File: config.mk
export PLATFORM = sky130hd
export DESIGN_NAME = taillight_sequencer
export DESIGN_NICKNAME = d
export VERILOG_FILES = /design/src/rtl/taillight_sequencer.sv
export SDC_FILE = /design/constraint.sdc
export NUM_CORES = 1
export LEC_CHECK = 0
export ABC_AREA = 1
export BUFFER_PORTS_ARGS = -buffer_cell sky130_fd_sc_hd__buf_4
export CELL_PAD_IN_SITES_DETAIL_PLACEMENT = 1
export CELL_PAD_IN_SITES_GLOBAL_PLACEMENT = 2
export CORE_MARGIN = 2
export CORE_UTILIZATION = 38
export DETAILED_ROUTE_END_ITERATION = 6
export GPL_ROUTABILITY_DRIVEN = 1
export GPL_TIMING_DRIVEN = 0
export PLACE_DENSITY = 0.81
export SYNTH_ARGS = -nofsm -noshare
export SYNTH_HDL_FRONTEND = slang
export SYNTH_SLANG_ARGS = --single-unit
File: constraint.sdc
create_clock -name CLOCK_50 -period 4.15 [get_ports CLOCK_50]
set_input_delay 0 -clock CLOCK_50 [delete_from_list [all_inputs] [get_ports CLOCK_50]]
set_output_delay 0 -clock CLOCK_50 [all_outputs]
set_load 0.005 [all_outputs]
File: src/rtl/taillight_sequencer.sv
// Turn / hazard / brake lamp sequencer for two banks of LAMPS lamps.
// State advances on a divided tick; brake overlay is applied every clock.
module taillight_sequencer #(
  parameter int LAMPS    = 3,
  parameter int TICK_DIV = 16777216
) (
  input  logic                         CLOCK_50,
  input  logic                         RESET,
  input  logic                         left_req,
  input  logic                         right_req,
  input  logic                         haz_req,
  input  logic                         brake,
  output logic [LAMPS-1:0]             lamps_left,
  output logic [LAMPS-1:0]             lamps_right,
  output logic [1:0]                   mode,
  output logic [$clog2(LAMPS+1)-1:0]   step,
  output logic                         tick
);

  localparam int SW = $clog2(LAMPS + 1);
  localparam int DW = $clog2(TICK_DIV);
  localparam logic [DW-1:0] DIV_LAST  = DW'(TICK_DIV - 1);
  localparam logic [SW-1:0] STEP_LAST = SW'(LAMPS);

  typedef enum logic [1:0] {
    IDLE  = 2'b00,
    LEFT  = 2'b01,
    RIGHT = 2'b10,
    HAZ   = 2'b11
  } mode_t;

  logic [DW-1:0]    div_reg;
  mode_t            mode_reg, mode_next, req_mode;
  logic [SW-1:0]    step_reg, step_next;
  logic             phase_reg, phase_next;
  logic [LAMPS-1:0] seq;
  logic [LAMPS-1:0] left_next, right_next;
  logic [LAMPS-1:0] left_reg, right_reg;

  always_ff @(posedge CLOCK_50 or posedge RESET) begin
    if (RESET) begin
      div_reg <= '0;
    end else if (div_reg == DIV_LAST) begin
      div_reg <= '0;
    end else begin
      div_reg <= div_reg + DW'(1);
    end
  end

  assign tick = (div_reg == DIV_LAST);

  // State register; lamp registers sit here too so lamps track the next state
  always_ff @(posedge CLOCK_50 or posedge RESET) begin
    if (RESET) begin
      mode_reg  <= IDLE;
      step_reg  <= '0;
      phase_reg <= 1'b0;
      left_reg  <= '0;
      right_reg <= '0;
    end else begin
      mode_reg  <= mode_next;
      step_reg  <= step_next;
      phase_reg <= phase_next;
      left_reg  <= left_next;
      right_reg <= right_next;
    end
  end

  always_comb begin
    if (haz_req || (left_req && right_req)) begin
      req_mode = HAZ;
    end else if (left_req) begin
      req_mode = LEFT;
    end else if (right_req) begin
      req_mode = RIGHT;
    end else begin
      req_mode = IDLE;
    end
  end

  always_comb begin
    mode_next  = mode_reg;
    step_next  = step_reg;
    phase_next = phase_reg;
    if (tick) begin
      mode_next = req_mode;
      case (req_mode)
        LEFT, RIGHT: begin
          phase_next = 1'b0;
          if (mode_reg != req_mode) begin
            step_next = SW'(1);
          end else if (step_reg == STEP_LAST) begin
            step_next = '0;
          end else begin
            step_next = step_reg + SW'(1);
          end
        end
        HAZ: begin
          step_next  = '0;
          phase_next = (mode_reg == HAZ) ? ~phase_reg : 1'b1;
        end
        default: begin
          step_next  = '0;
          phase_next = 1'b0;
        end
      endcase
    end
  end

  // Thermometer fill from the inner lamp outward; step 0 is the blank step
  generate
    for (genvar gi = 0; gi < LAMPS; gi++) begin : g_seq
      assign seq[gi] = (step_next > SW'(gi));
    end
  endgenerate

  always_comb begin
    left_next  = '0;
    right_next = '0;
    case (mode_next)
      IDLE: begin
        if (brake) begin
          left_next  = '1;
          right_next = '1;
        end
      end
      LEFT: begin
        left_next = seq;
        if (brake) right_next = '1;
      end
      RIGHT: begin
        right_next = seq;
        if (brake) left_next = '1;
      end
      default: begin
        if (phase_next) begin
          left_next  = '1;
          right_next = '1;
        end
      end
    endcase
  end

  assign lamps_left  = left_reg;
  assign lamps_right = right_reg;
  assign mode        = mode_reg;
  assign step        = step_reg;

endmodule

# After elaboration in Yosys (flattened, before gate mapping)
# Cells that the tools add are included.
[totals]
regBits = 35
wordCells = 43
output_inout_bits = 11
[op_classes]
order_cmp = 3
eq_ne = 9
reduce_logical = 6
n_addsub = 2
bitwise_logic = 1
muxes = 16
[op_table]
columns = ["op", "count"]
rows = [
  ["$add 24x1->24 const B", 1],
  ["$eq 24x24->1 const B", 1],
  ["$mux 24", 1],
  ["$mux 2", 8],
  ["$pmux 3 s2", 2],
  ["$eq 2x2->1 const B", 5],
  ["$mux 3", 2],
  ["$reduce_or 2->1", 3],
  ["$eq 2x1->1 const B", 2],
  ["$gt 2x1->1 const B", 2],
  ["$mux 1", 3],
  ["$add 2x1->2 const B", 1],
  ["$gt 2x2->1 const B", 1],
  ["$logic_not 2->1", 1],
  ["$ne 2x2->1", 1],
  ["$logic_and 1x1->1", 1],
  ["$logic_or 1x1->1", 1],
  ["$not 1->1", 1],
]

# Longest topological paths before layout
[depth]
ltp_word = 9
mapped_depth = 12
depth_no_buf = 12

# Least setup slack after synthesis
# No wires, ideal clock.
[synth_timing]
kind = "register -> register"
startpoint = "register div_reg[0]"
endpoint = "register left_reg[0] (netlist: lamps_left[0])"
setup_slack_ps = 2548
synth_period_minus_slack_ps = 1602
arrival_ps = 1483
n_path_buf = 0
path_stages_with_launch = 13
path_cell_list = "dfrtp_1 -> ha_1 -> nand2_1 -> nor2_4 -> nand2_4 -> nor2_8 -> nand2_4 -> nand2_1 -> nand2_2 -> nand2_1 -> nor2_4 -> nor2_4 -> nand2_1"
[synth_via]
elab_chain_len = 5
word_cells_on_any_way = 11
cone_classes = "order compare: 1; eq/ne: 3; mux: 5; reduce/logical: 2"
[synth_rtl]
columns = ["element", "line_no", "source"]
rows = [
  ["start, declared", "32", "logic [DW-1:0] div_reg;"],
  ["start signal, assigned", "46", "div_reg <= div_reg + DW'(1);"],
  ["$eq 24x24->1 *", "50", "assign tick = (div_reg == DIV_LAST);"],
  ["$mux 2 *", "85", "if (tick) begin"],
  ["via mode_next[0]", "33", "mode_t mode_reg, mode_next, req_mode;"],
  ["$eq 2x2->1 / $logic_not 2->1 (equally long branches)", "120", "case (mode_next)"],
  ["$reduce_or 2->1 (no source line)", "-", ""],
  ["$pmux 3 s2 *", "120", ""],
  ["via left_next[0]", "37", "logic [LAMPS-1:0] left_next, right_next;"],
  ["end signal, assigned", "64", "left_reg <= left_next;"],
  ["end, declared", "38", "logic [LAMPS-1:0] left_reg, right_reg;"],
]
# Mark *: on every way through the listed nets, which the timed path passes. The rest lies on a longest branch.

# Worst setup path in the final report
[layout_timing]
startpoint = "register div_reg[0]"
endpoint = "output port tick"
[layout_via]
elab_chain_len = 1
[layout_rtl]
columns = ["element", "line_no", "source"]
rows = [
  ["$eq 24x24->1", "50", ""],
  ["end, declared", "17", "output logic tick"],
]
# No other way between the ends.

==> results.ini <==
[synthesis]
synth_edf_count=0
synthFlopType=dfrtp_1
yosys_warnings=0
ys_seq_area_share_pct=46.5
syn_area_per_cell_um2=8.41
ys_ff_latch=35
yosys.cell_types.count=24
postSynthCellCount=224
synthArstFlopShare_pct=100
syn_area_um2=1880
syn_nets=233

[sta]
clock.fmax_ghz=0.498
hold_violations=0
whs_ns=0.119
finalSetupViolations=0
finalSetupTns_ns=0
fin_crit_sh_pct=48.4
rsz0062_at_grt=false
timing.final.ws_setup_ns=2.14
min_period_ns=2.01
slew_violations=0
slew-limit-headroom_pct=64.9
tightestPinTransition_ns=0.526
finalClockSkew_ns=0.00526

[place]
io_buffer_count=16
dpl.cell_count=308
dp_hpwl_um=3220
place_ws_ns=2.32
place.gp.congestion=0.824

[critical_path]
path_max_fanout=3
cp.arrival_ns=2.01
worstPathRequired_ns=4.15
worst_setup_path_start_kind=register
worst_setup_path_end_kind=output pin
path_common_cell=nand2_1
crit_chain=ha_1 -> nand2_1 -> nor2_4 -> nand2_4 -> nor2_1 -> nand2_1 -> nor2_1 -> nand2_1 -> inv_1 -> buf_4
slowest_delay_ns=0.38
slowest_stage=dfrtp_1
crit_type=register to output pin

[clock_tree]
htreeDepth=2
tritoncts=built
clockBufferDepth=2
clock-sinks=35
post_cts_resize_count=0
cts_made_buffers=5
clock_latency_ns=0.29
clk_pin_slew_ns=0.08
cts-root-buf=clkbuf_8

[layout]
drive_gt1_share_pct=19.2
finalNonFillerCells=317
final_nets=258
synthToLayoutAreaGrowth_pct=16.9
multi_input_area_um2=880
num-fill-cells=615
n_antenna_cell=0
largest_register_ffs=24
regArea_um2=876
final_util_pct=46.3

[global_routing]
antenna_found_initial=0
grt_max_degree=25
grt_pass1_wl_um=7040
grt_util_all_layers_pct=17.3
first_global_vias=1442
grt_overflow_total=0

[drt]
wire_per_inst_um=13.0
ant_nets=0
firstDrtPassIters=4
vias=1440
drt_drc_violations_left=0
routed_via_density=4.54
dr.first_iter.drc_count=47
drt-total-wl_um=4130

[floorplanning]
die_h_um=74.4
ioPinCount=17
fp-row-count=25
start_util_pct=39.6
fp.dieW_um=74.4
dieArea_um2=5540
coreArea_um2=4750

[pwr]
max-vdd-ir-drop_v=0.000124
power.density_nw_per_um2=281
power.leakage_uw=0.00115

[outcome]
status=finished, final reports clean

[job]
cap_violations=0

[hold_path]
worstHoldPathType=input port to register

[worst max-delay path: cells and delay by family (launching register included)]
kind | cells | cell delay (ns)
simple gates | 7 | 0.91
buf+inv | 2 | 0.24
flops | 1 | 0.38
fa+ha+maj | 1 | 0.19
[per-layer routing]
layer	GRT usage [%]	share of wire [%]	up-vias
met2	24.3	42	13
li1	-	-	739
met5	0	0	-
met1	25.8	54	682
met3	4.07	2.3	6
met4	6.55	1.6	0
[cell type report]
class | instances | share of cell area [%]
clock inverter | 2 | 0.568
timing repair buffer | 18 | 6.81
sequential | 35 | 39.8
tap | 67 | 3.80
inverter | 31 | 5.34
multi-input combinational | 157 | 39.9
buffer | 1 | 0.511
clock buffer | 6 | 3.29
[cell usage after synthesis (2+ instances only)]
library cell,n,area [µm²]
nand3_1,13,65.1
nand2_4,2,22.5
nor2_1,29,109
nor2_4,5,56.3
dfrtp_1,35,876
nand2_2,5,31.3
nand2_1,53,199
nand4_1,7,43.8
nor2_2,4,25.0
inv_1,28,105
nor3_1,8,40.0
ha_1,3,37.5
inv_2,2,7.51
xnor2_1,11,96.3
nand3b_1,2,15.0
a21oi_1,2,10.0
xor2_1,8,70.1
[report_power, final]
group | switching [µW] | leakage (µW) | total (µW) | internal, µW
combinational | 16.4 | 0.000667 | 28.3 | 11.9
sequential | 0.434 | 0.000447 | 343 | 342
clock | 131 | 0.0000412 | 248 | 117
[logic make-up after synthesis]
kind of cell / share of synthesized area (%)
AO/OA/AOI/OAI: 0.797
XOR/XNOR: 8.83
adder cells (fa/ha/maj): 1.99
buffers and inverters: 6.84
flip-flops: 46.5
AND/OR/NAND/NOR: 35.1
[stage by stage]
| stage | instance area, µm² | total power, µW |
|---|---|---|
| floorplan | 1880 | 365 |
| global placement | 2090 | 375 |
| detailed placement | 2110 | 378 |
| CTS | 2200 | 626 |
| global route | 2200 | 645 |
| finish | 2200 | 619 |
[layout by cell type, fill, tap and decap left out, drive strengths merged]
master / count
o21ai: 1
nand4: 7
dlygate4sd3: 1
clkinv: 2
clkbuf: 6
dfrtp: 35
or2: 1
clkinvlp: 1
ha: 3
nand3b: 2
a21oi: 2
nor3: 8
nor2: 39
inv: 30
xor2: 8
xnor2: 11
nand2: 60
nand3: 15
buf: 18
[final timing paths]
kind	from	to	slack, ns	cells after the start
max in group asynchronous	RESET	div_reg[7]$_DFF_PP0_	3.34	4
worst max-delay path	div_reg[0]$_DFF_PP0_	tick	2.14	10
worst min register to register	div_reg[0]$_DFF_PP0_	div_reg[0]$_DFF_PP0_	0.47	1
worst min-delay path	brake	lamps_right[1]$_DFF_PP0_	0.12	5
worst max register to register	div_reg[0]$_DFF_PP0_	lamps_left[2]$_DFF_PP0_	2.33	12
min in group asynchronous	RESET	div_reg[16]$_DFF_PP0_	0.30	3
[timing repair]
action / in CTS / in global routing
endpoints found under the hold margin: 11 / 0
setup buffers: 0 / 0
hold buffers: 1 / 0
Power figures use the tool's default switching activity.
